`src/rtl/mul_add8_seq.sv`:
```
// mul_add8_seq: sequential 8x8 shift-and-add multiplier computing P = A*B + C over 8 fixed iterations
module mul_add8_seq (
    input  logic        clk,
    input  logic        rst_n,
    input  logic        start,
    input  logic [7:0]  A,
    input  logic [7:0]  B,
    input  logic [7:0]  C,
    output logic [15:0] P,
    output logic        busy,
    output logic        done
);
    typedef enum logic [1:0] {IDLE, RUN, DONE} state_t;
    state_t      state;
    logic [15:0] acc;
    logic [15:0] mcand;
    logic [15:0] acc_next;
    logic [7:0]  mplier;
    logic [2:0]  cnt;
    assign acc_next = mplier[0] ? acc + mcand : acc;
    always_ff @(posedge clk or negedge rst_n) begin
        if (!rst_n) begin
            state  <= IDLE;
            acc    <= '0;
            mcand  <= '0;
            mplier <= '0;
            cnt    <= '0;
            P      <= '0;
            busy   <= 1'b0;
            done   <= 1'b0;
        end else begin
            case (state)
                IDLE: if (start) begin
                    acc    <= {8'h00, C};
                    mcand  <= {8'h00, A};
                    mplier <= B;
                    cnt    <= '0;
                    busy   <= 1'b1;
                    state  <= RUN;
                end
                RUN: begin
                    acc    <= acc_next;
                    mcand  <= mcand << 1;
                    mplier <= mplier >> 1;
                    cnt    <= cnt + 3'd1;
                    if (cnt == 3'd7) begin
                        P     <= acc_next;
                        done  <= 1'b1;
                        state <= DONE;
                    end
                end
                DONE: begin
                    done  <= 1'b0;
                    busy  <= 1'b0;
                    state <= IDLE;
                end
                default: state <= IDLE;
            endcase
        end
    end
endmodule

```
`config.mk`:
```
export PLATFORM = sky130hd
export DESIGN_NAME = mul_add8_seq
export DESIGN_NICKNAME = d
export VERILOG_FILES = /design/src/rtl/mul_add8_seq.sv
export SDC_FILE = /design/constraint.sdc
export NUM_CORES = 1
export LEC_CHECK = 0
export BUFFER_PORTS_ARGS = -buffer_cell sky130_fd_sc_hd__buf_2
export CELL_PAD_IN_SITES_DETAIL_PLACEMENT = 2
export CELL_PAD_IN_SITES_GLOBAL_PLACEMENT = 2
export CORE_MARGIN = 4
export CORE_UTILIZATION = 37
export CTS_BUF_LIST = sky130_fd_sc_hd__clkbuf_16
export DETAILED_ROUTE_END_ITERATION = 12
export PLACE_DENSITY = 0.82
export SLEW_MARGIN = 15
export SYNTH_ARGS = -nofsm -noshare
export SYNTH_HDL_FRONTEND = slang
export SYNTH_SLANG_ARGS = --single-unit
```
`constraint.sdc`:
```
create_clock -name clk -period 2.8 [get_ports clk]
set_input_delay 0.14 -clock clk [delete_from_list [all_inputs] [get_ports clk]]
set_output_delay 0.14 -clock clk [all_outputs]
set_load 0.02 [all_outputs]
```
Yosys cells after proc, flatten, opt, wreduce, memory -nomap -nowiden
Index checks and enable logic that the tools add are counted.

Input port bits: 27. Flip-flop bits (word level): 63.

Muxes and demuxes: 16. Reduce and logical (&&, ||, !) cells: 9. $add $sub $neg: 2. Eq/ne operators: 5.

Operator list (count): $pmux W16 S2 (2); $mux W16 (3); $add A16 B16 Y16 (1); $pmux W8 S2 (1); $reduce_and A2 Y1 (5); $mux W8 (1); $pmux W3 S2 (1); $reduce_bool A2 Y1 (3); $mux W2 (2); $ne A2 B2 Y1 const B (2); $pmux W1 S2 (2); $pmux W2 S2 (1); $add A3 B1 Y3 const B (1); $eq A3 B3 Y1 const B (1); $mux W3 (1); $eq A2 B1 Y1 const B (1); $eq A2 B2 Y1 const B (1); $logic_not A2 Y1 (1); $mux W1 (2).

Depth between registers and ports, before layout
Gate-level depths: netlist (run 1).

Word-level depth: 3. Mapped depth: 8.

Worst setup path after synthesis (run 1)
OpenSTA, ideal clock, no wires.

Kind: register to register. Start: register acc[0]. End: register P[14]. Stages on the path, launching flop included: 9. Data arrival time: 2.133 ns. Data required time: 2.731 ns. Library setup time: 0.069 ns. Buffers on the path: 0. Period minus slack after synthesis: 2.202 ns. Path slack: 0.598 ns. Path through: dfrtp_1 ha_1 fa_1 a21oi_1 o211ai_1 a22oi_2 a32oi_2 or3_1 nand3_1.

Cells in the longest elaborated chain, start to end: 2.

RTL lines: from (decl) (line 15) `logic [15:0] acc;`; from (signal assigned) (line 34) `acc <= {8'h00, C};`; from (signal assigned) (line 42) `acc <= acc_next;`; $add A16 B16 Y16 (line 20) `assign acc_next = mplier[0] ? acc + mcand : acc;`; $mux W16 (line 20); to (signal assigned) (line 47) `P <= acc_next;`; to (decl) (line 9) `output logic [15:0] P,`.

Every way passes these cells. A chain may end at the register's enable or synchronous reset.

Worst setup path in the final report (run 1)
Start: register mcand[0]. End: register P[14].

Cells in the longest elaborated chain, start to end: 2.

RTL lines: from (decl) (line 16) `logic [15:0] mcand;`; from (signal assigned) (line 35) `mcand <= {8'h00, A};`; from (signal assigned) (line 43) `mcand <= mcand << 1;`; $add A16 B16 Y16 (line 20); $mux W16 (line 20).

Every way passes these cells.

==> results of run 1 <==
## cells in the final DEF (no fill, tap or decap), types with 5 or more instances in the layout
cell / n
nor2_1: 11
a21oi_1: 31
nor2b_1: 9
nand2_1: 45
inv_1: 5
nand3_1: 5
buf_4: 9
clkbuf_16: 9
dfrtp_1: 63
mux2i_1: 21
a211oi_1: 5
nor3b_1: 6
xnor2_1: 9
buf_2: 43
o21ai_0: 42
a22o_1: 12
nor3_1: 5
ha_1: 17
a21o_1: 8
## final cells by class
type | count | area [sq um]
fill | 1028 | 5010
tap | 129 | 161
clock inverter | 7 | 111
multi-input combinational | 282 | 1900
clock buffer | 9 | 225
inverter | 8 | 30.0
timing repair buffer | 54 | 313
sequential | 63 | 1580
## synth_stat cells, drive strengths merged (2+ instances only)
library cell   n  area (sq um)
a211oi         6          50.1
a21bo          2          20.0
a21o           9          68.8
a21oi         33           173
a22o          12           105
a22oi          5          42.5
a31oi          3          18.8
and3           2          12.5
and4           2          22.5
buf            8          41.3
clkbuf        12          45.0
clkinv         2          7.51
dfrtp         63          1580
ha            17           213
inv            6          22.5
mux2i         21           210
nand2         45           169
nand2b         2          12.5
nand3          5          25.0
nand3b         2          15.0
nor2          12          52.6
nor2b          9          56.3
nor3           5          25.0
nor3b          6          45.0
o211ai         4          30.0
o21a           2          15.0
o21ai         46           234
o22ai          3          18.8
or3            3          18.8
xnor2          9          78.8
## cells by family after synthesis
family	after synthesis	share of synthesized area (%)
DFF	63	43.9
AOI/OAI and AO/OA	134	24.1
and+or+nand+nor	98	13.7
xor gates and xnor gates	10	2.44
buffers and inverters	28	3.24
muxes	22	6.17
adders and majority gates	18	6.48
## sequential cells by signal, indices dropped and copies added, names as in the netlist
signal,count
cnt,3
state,2
acc,16
mplier,8
mcand,16
busy,1
done,1
P,16
## how the worst min path moves through the flow
stage / from / endpoint / cells after the start
after CTS: rst_n / mcand[13] / 1
after detailed placement: rst_n / P[12] / 1
after global routing: C[5] / acc[5] / 3
after floorplan: rst_n / P[0] / 0
after global placement: rst_n / P[12] / 1
final: C[3] / acc[3] / 3
## worst max-delay path: stages, from the launching register on
cell and delay, ns:
dfrtp_1 0.43, ha_1 0.26, fa_1 0.44, a21oi_1 0.28
o211ai_1 0.17, a22oi_2 0.23, a32oi_2 0.17, or3_1 0.38
nand3_1 0.09
## metal layers
layer	up-vias	share of wire [%]	global-route usage, %
met5	-	0	0
met4	0	1.9	5.94
met3	19	3.8	3.95
met2	63	50	38.4
met1	1573	45	27.2
li1	1453	-	-
## power by group through the flow
stage / clock network [mW] / registers (mW) / logic [mW]
after floorplan: 0 / 1.64 / 1.99
after global routing: 1.34 / 1.70 / 3.26
final: 1.27 / 1.63 / 2.92
after detailed placement: 0 / 1.64 / 2.86
after CTS: 1.30 / 1.64 / 2.95
after global placement: 0 / 1.61 / 2.71
## what timing repair did
action                                  CTS  global route
hold buffers                              0             1
endpoints found under the hold margin     0            45
resized for setup                         0             0
endpoints found under the setup margin    0             0
## metrics by stage
step	hold WS [ns]	power [mW]	setup slack, ns
after floorplan	-0.156	3.63	0.598
final	0.0940	5.83	0.291
after detailed placement	0.423	4.50	0.296
after CTS	0.0620	5.88	0.275
after global placement	0.404	4.32	0.427
after global routing	0.0992	6.30	0.119
==> run summary, run 1 <==
clock power share - 21.8%
Tcrit/Tclk final - 89.6%
Iter 0 DRT Violations - 87
vias in the first global route - 3,576
Skew-Pair Late Insertion Delay - 0.33 ns
layout cells sized above 1 - 19.4%
Seq/Total Area, Yosys - 43.9%
worst hold path class - in -> reg
final wirelength - 11,300 microns
maxcap violations - 0
reg2reg setup slack - 0.29 ns
final antenna-violating net count - 0
crit path max fanout - 4
GP Congestion - 0.891
required time of the critical path - 3.06 ns
status - complete, no violations
first-pass GRT wire length - 19,300 microns
Vias/cell - 5.63
Starting Density - 38.5%
Worst Path Arrival - 2.77 ns
actual slew at the worst max-slew pin - 0.628 ns
top_reg_cell synth - dfrtp_1
depth of the most critical reg-to-reg path - 8
Avg Inst Size Synth - 9.63 sq um
Worst Skew - 0.00403 ns
core area - 9330 sq um
Clock Sinks - 63
diodes inserted - 0
I/O Buffers - 44
initial antenna violation count - 0
total grt overflow - 0
Psw - 2.51 mW
I/O Pins - 45
Root Driver - clkbuf_16
pwr dens - 1350 nW/um^2
setup TNS - 0 ns
relative slew slack - 58.1%
fin util - 46.3%
sequential power share - 28.1%
CTS tree - built
Synth Register Bits - 63
all-layer global routing usage - 21.7%
final hold vios - 0
fin nets - 463
yosys warns - 0
DIE WIDTH - 107 microns
clock slew at reported path FFs - 0.06 ns
H-tree Lvls - 3
total number of vias - 3,108
final instance area - 4320 sq um
CP Capture Type - register
Leak - 2.03 nW
FF-to-FF End - P[14]
P&R area growth vs syn - 20.2%
Logic pwr share - 50.1%
Die Height - 107 microns
Post-synth EDFFs - 0
Setup crit start - mcand[0]
Critical Path End - P[14]
achievable frequency - 399 MHz
Pint - 3.32 mW
synthesized cell area - 3590 sq um
Pre-Repair DR Iteration Count - 4
Distinct cells, synth - 57
Syn Nets - 418
CP Class - reg -> reg
synthesized instance count - 373
post-CTS setup buffers - 0
min Tclk post-route - 2.51 ns
Final Setup Violations - 0
DRC Markers - 0
Rows - 35
Post-DP HPWL - 7770 microns
worst vdd ir - 0.494 mV
placed insts - 535
pin count of the biggest net entering global routing - 48
die area - 11,300 sq um
Post-DP Area - 3970 sq um
RSZ-0062 raised after global routing - no
Async SR Flop Fraction - 100%
crit path launch type - register
fin cells - 552
RR Startpoint - mcand[0]
Clock Path Buffers - 2
WL/cell - 20.5 microns
Net Sw Frac - 43.1%
TritonCTS Buffers - 9
max-slew violation count - 0
Note: power is estimated with default switching activity, not from simulation.
==> run 2: changes to the inputs <==
Settings changed: CELL_PAD_IN_SITES_DETAIL_PLACEMENT 2 to 0, CELL_PAD_IN_SITES_GLOBAL_PLACEMENT 2 to 1, CORE_UTILIZATION 37 to 45.
==> run 2 against run 1 <==
  * The flow now finishes with violations (hold timing)
  * Routed wire length is 25% lower
  * Global-route usage is 3.2 points lower
  * Critical path depth stayed put
  * Sequential cell count stayed put
  * Clock-buffer cell count stayed put
  * First-iteration DRC count is 28% higher
  * Total power is 10% lower
  * Via count is 6.6% lower
  * Hold slack worse by 0.12 ns
  * Sequential share of layout area is 1.4 points higher
  * Worst setup slack better by 0.079 ns
  * Critical path type unchanged
  * Largest cell class unchanged
==> run summary, run 2 (synthesized netlist as in run 1, its figures left out) <==
status - complete, but fails checks
violated checks - hold timing
setup TNS - 0 ns
die area - 9480 sq um
fin nets - 460
overall power - 5.24 mW
Post-DP HPWL - 5930 microns
reg2reg setup slack - 0.37 ns
total number of vias - 2,903
CTS tree - built
FF-to-FF End - P[14]
most frequent cells in the layout - 63 x dfrtp_1, 45 x nand2_1, 44 x buf_2
P&R area growth vs syn - 15.8%
CP Cell Sequence - ha_1 > fa_1 > a21oi_1 > o211ai_1 > a22oi_2 > a32oi_2 > or3_1 > nand3_1
achievable frequency - 412 MHz
final instance area - 4160 sq um
DRC Markers - 0
Slowest cell on crit path - fa_1
Worst Skew - 0.00509 ns
pwr dens - 1260 nW/um^2
DIE WIDTH - 97.3 microns
actual slew at the worst max-slew pin - 1.10 ns
I/O Buffers - 44
GP Congestion - 0.827
Pre-Repair DR Iteration Count - 4
Pint - 3.00 mW
Iter 0 DRT Violations - 111
fin util - 53.9%
CP Class - reg -> reg
depth of the most critical reg-to-reg path - 8
Post-DP Area - 3920 sq um
Final Setup Violations - 0
post-CTS setup buffers - 0
Hold Slack - -0.0241 ns
total grt overflow - 0
crit path max fanout - 4
Clock Sinks - 63
Clock Path Buffers - 2
Die Height - 97.3 microns
initial antenna violation count - 0
required time of the critical path - 3.06 ns
pin count of the biggest net entering global routing - 64
all-layer global routing usage - 18.5%
RSZ-0062 raised after global routing - no
Vias/cell - 5.59
Leak - 1.98 nW
clock slew at reported path FFs - 0.05 ns
pre-CTS WS - 0.389 ns
slowest cell delay on critical path - 0.43 ns
Logic pwr share - 51.7%
Net Sw Frac - 42.7%
Worst Setup Slack, final - 0.370 ns
maxcap violations - 0
vias in the first global route - 2,900
Worst Path Arrival - 2.69 ns
Root Driver - clkbuf_16
final hold vios - 19
post-CTS resize count - 0
relative slew slack - 26.2%
core area - 7730 sq um
most common cell after layout, fill and taps aside - dfrtp_1
WL/cell - 16.3 microns
CP Capture Type - register
Starting Density - 46.5%
min Tclk post-route - 2.43 ns
Skew-Pair Late Insertion Delay - 0.32 ns
placed insts - 506
diodes inserted - 0
RR Startpoint - mcand[0]
H-tree Lvls - 3
Tcrit/Tclk final - 86.8%
TritonCTS Buffers - 9
Rows - 32
worst vdd ir - 0.586 mV
I/O Pins - 45
first-pass GRT wire length - 14,400 microns
crit path launch type - register
Psw - 2.24 mW
sequential power share - 30.4%
clock power share - 17.9%
final wirelength - 8450 microns
largest registers - P (16), acc (16), mcand (16)
Post-CTS Hold Fix Bufs - 0
fin cells - 519
layout cells sized above 1 - 18.2%
worst hold path class - in -> async
final antenna-violating net count - 0
max-slew violation count - 0
[run 2: changes by cell type in the layout (fill, tap and decap cells not counted), sizes merged]
cell and delta:
bufinv -3, dlygate4sd3 -1, inv +1, buf -2
clkinvlp -1
[run 2: per-layer routing]
| metal | vias to the layer above | global-route usage (%) | part of all wire [%] |
|---|---|---|---|
| met5 | - | 0 | 0 |
| met4 | 0 | 5.75 | 1.1 |
| met3 | 9 | 3.52 | 3.7 |
| met2 | 55 | 28.1 | 46 |
| met1 | 1389 | 26.9 | 49 |
| li1 | 1450 | - | - |
[run 2: final cells by class]
| class | instances | area [sq um] |
|---|---|---|
| clock buffer | 9 | 225 |
| clock inverter | 4 | 17.5 |
| fill | 723 | 3570 |
| inverter | 8 | 30.0 |
| multi-input combinational | 282 | 1900 |
| sequential | 63 | 1580 |
| tap | 102 | 128 |
| timing repair buffer | 51 | 285 |
[run 2: how the worst max path moves through the flow]
| stage | slack [ns] | startpoint | cells after the start | endpoint |
|---|---|---|---|---|
| 6_report | 0.37 | mcand[0] | 8 | P[14] |
| 5_1_grt | 0.27 | mcand[0] | 8 | P[14] |
| 4_1_cts | 0.39 | mcand[0] | 8 | P[14] |
| 3_5_place_dp | 0.39 | mcand[0] | 8 | P[14] |
| 3_3_place_gp | 0.44 | mcand[0] | 8 | P[14] |
| 2_1_floorplan | 0.60 | acc[0] | 8 | P[14] |
[run 2: critical path, delay by kind of cell (launching register included)]
| family | cells | cell delay (ns) |
|---|---|---|
| fa+ha+maj | 2 | 0.68 |
| flops | 1 | 0.41 |
| simple gates | 2 | 0.45 |
| compound gates | 4 | 0.84 |
[run 2: power groups by stage]
stage / Sequential [mW] / Clock (mW) / Combinational [mW]
final: 1.59 / 0.937 / 2.71
after global routing: 1.66 / 1.00 / 3.02
after global placement: 1.59 / 0 / 2.65
after floorplan: 1.64 / 0 / 1.99
after detailed placement: 1.61 / 0 / 2.71
after CTS: 1.60 / 0.957 / 2.71
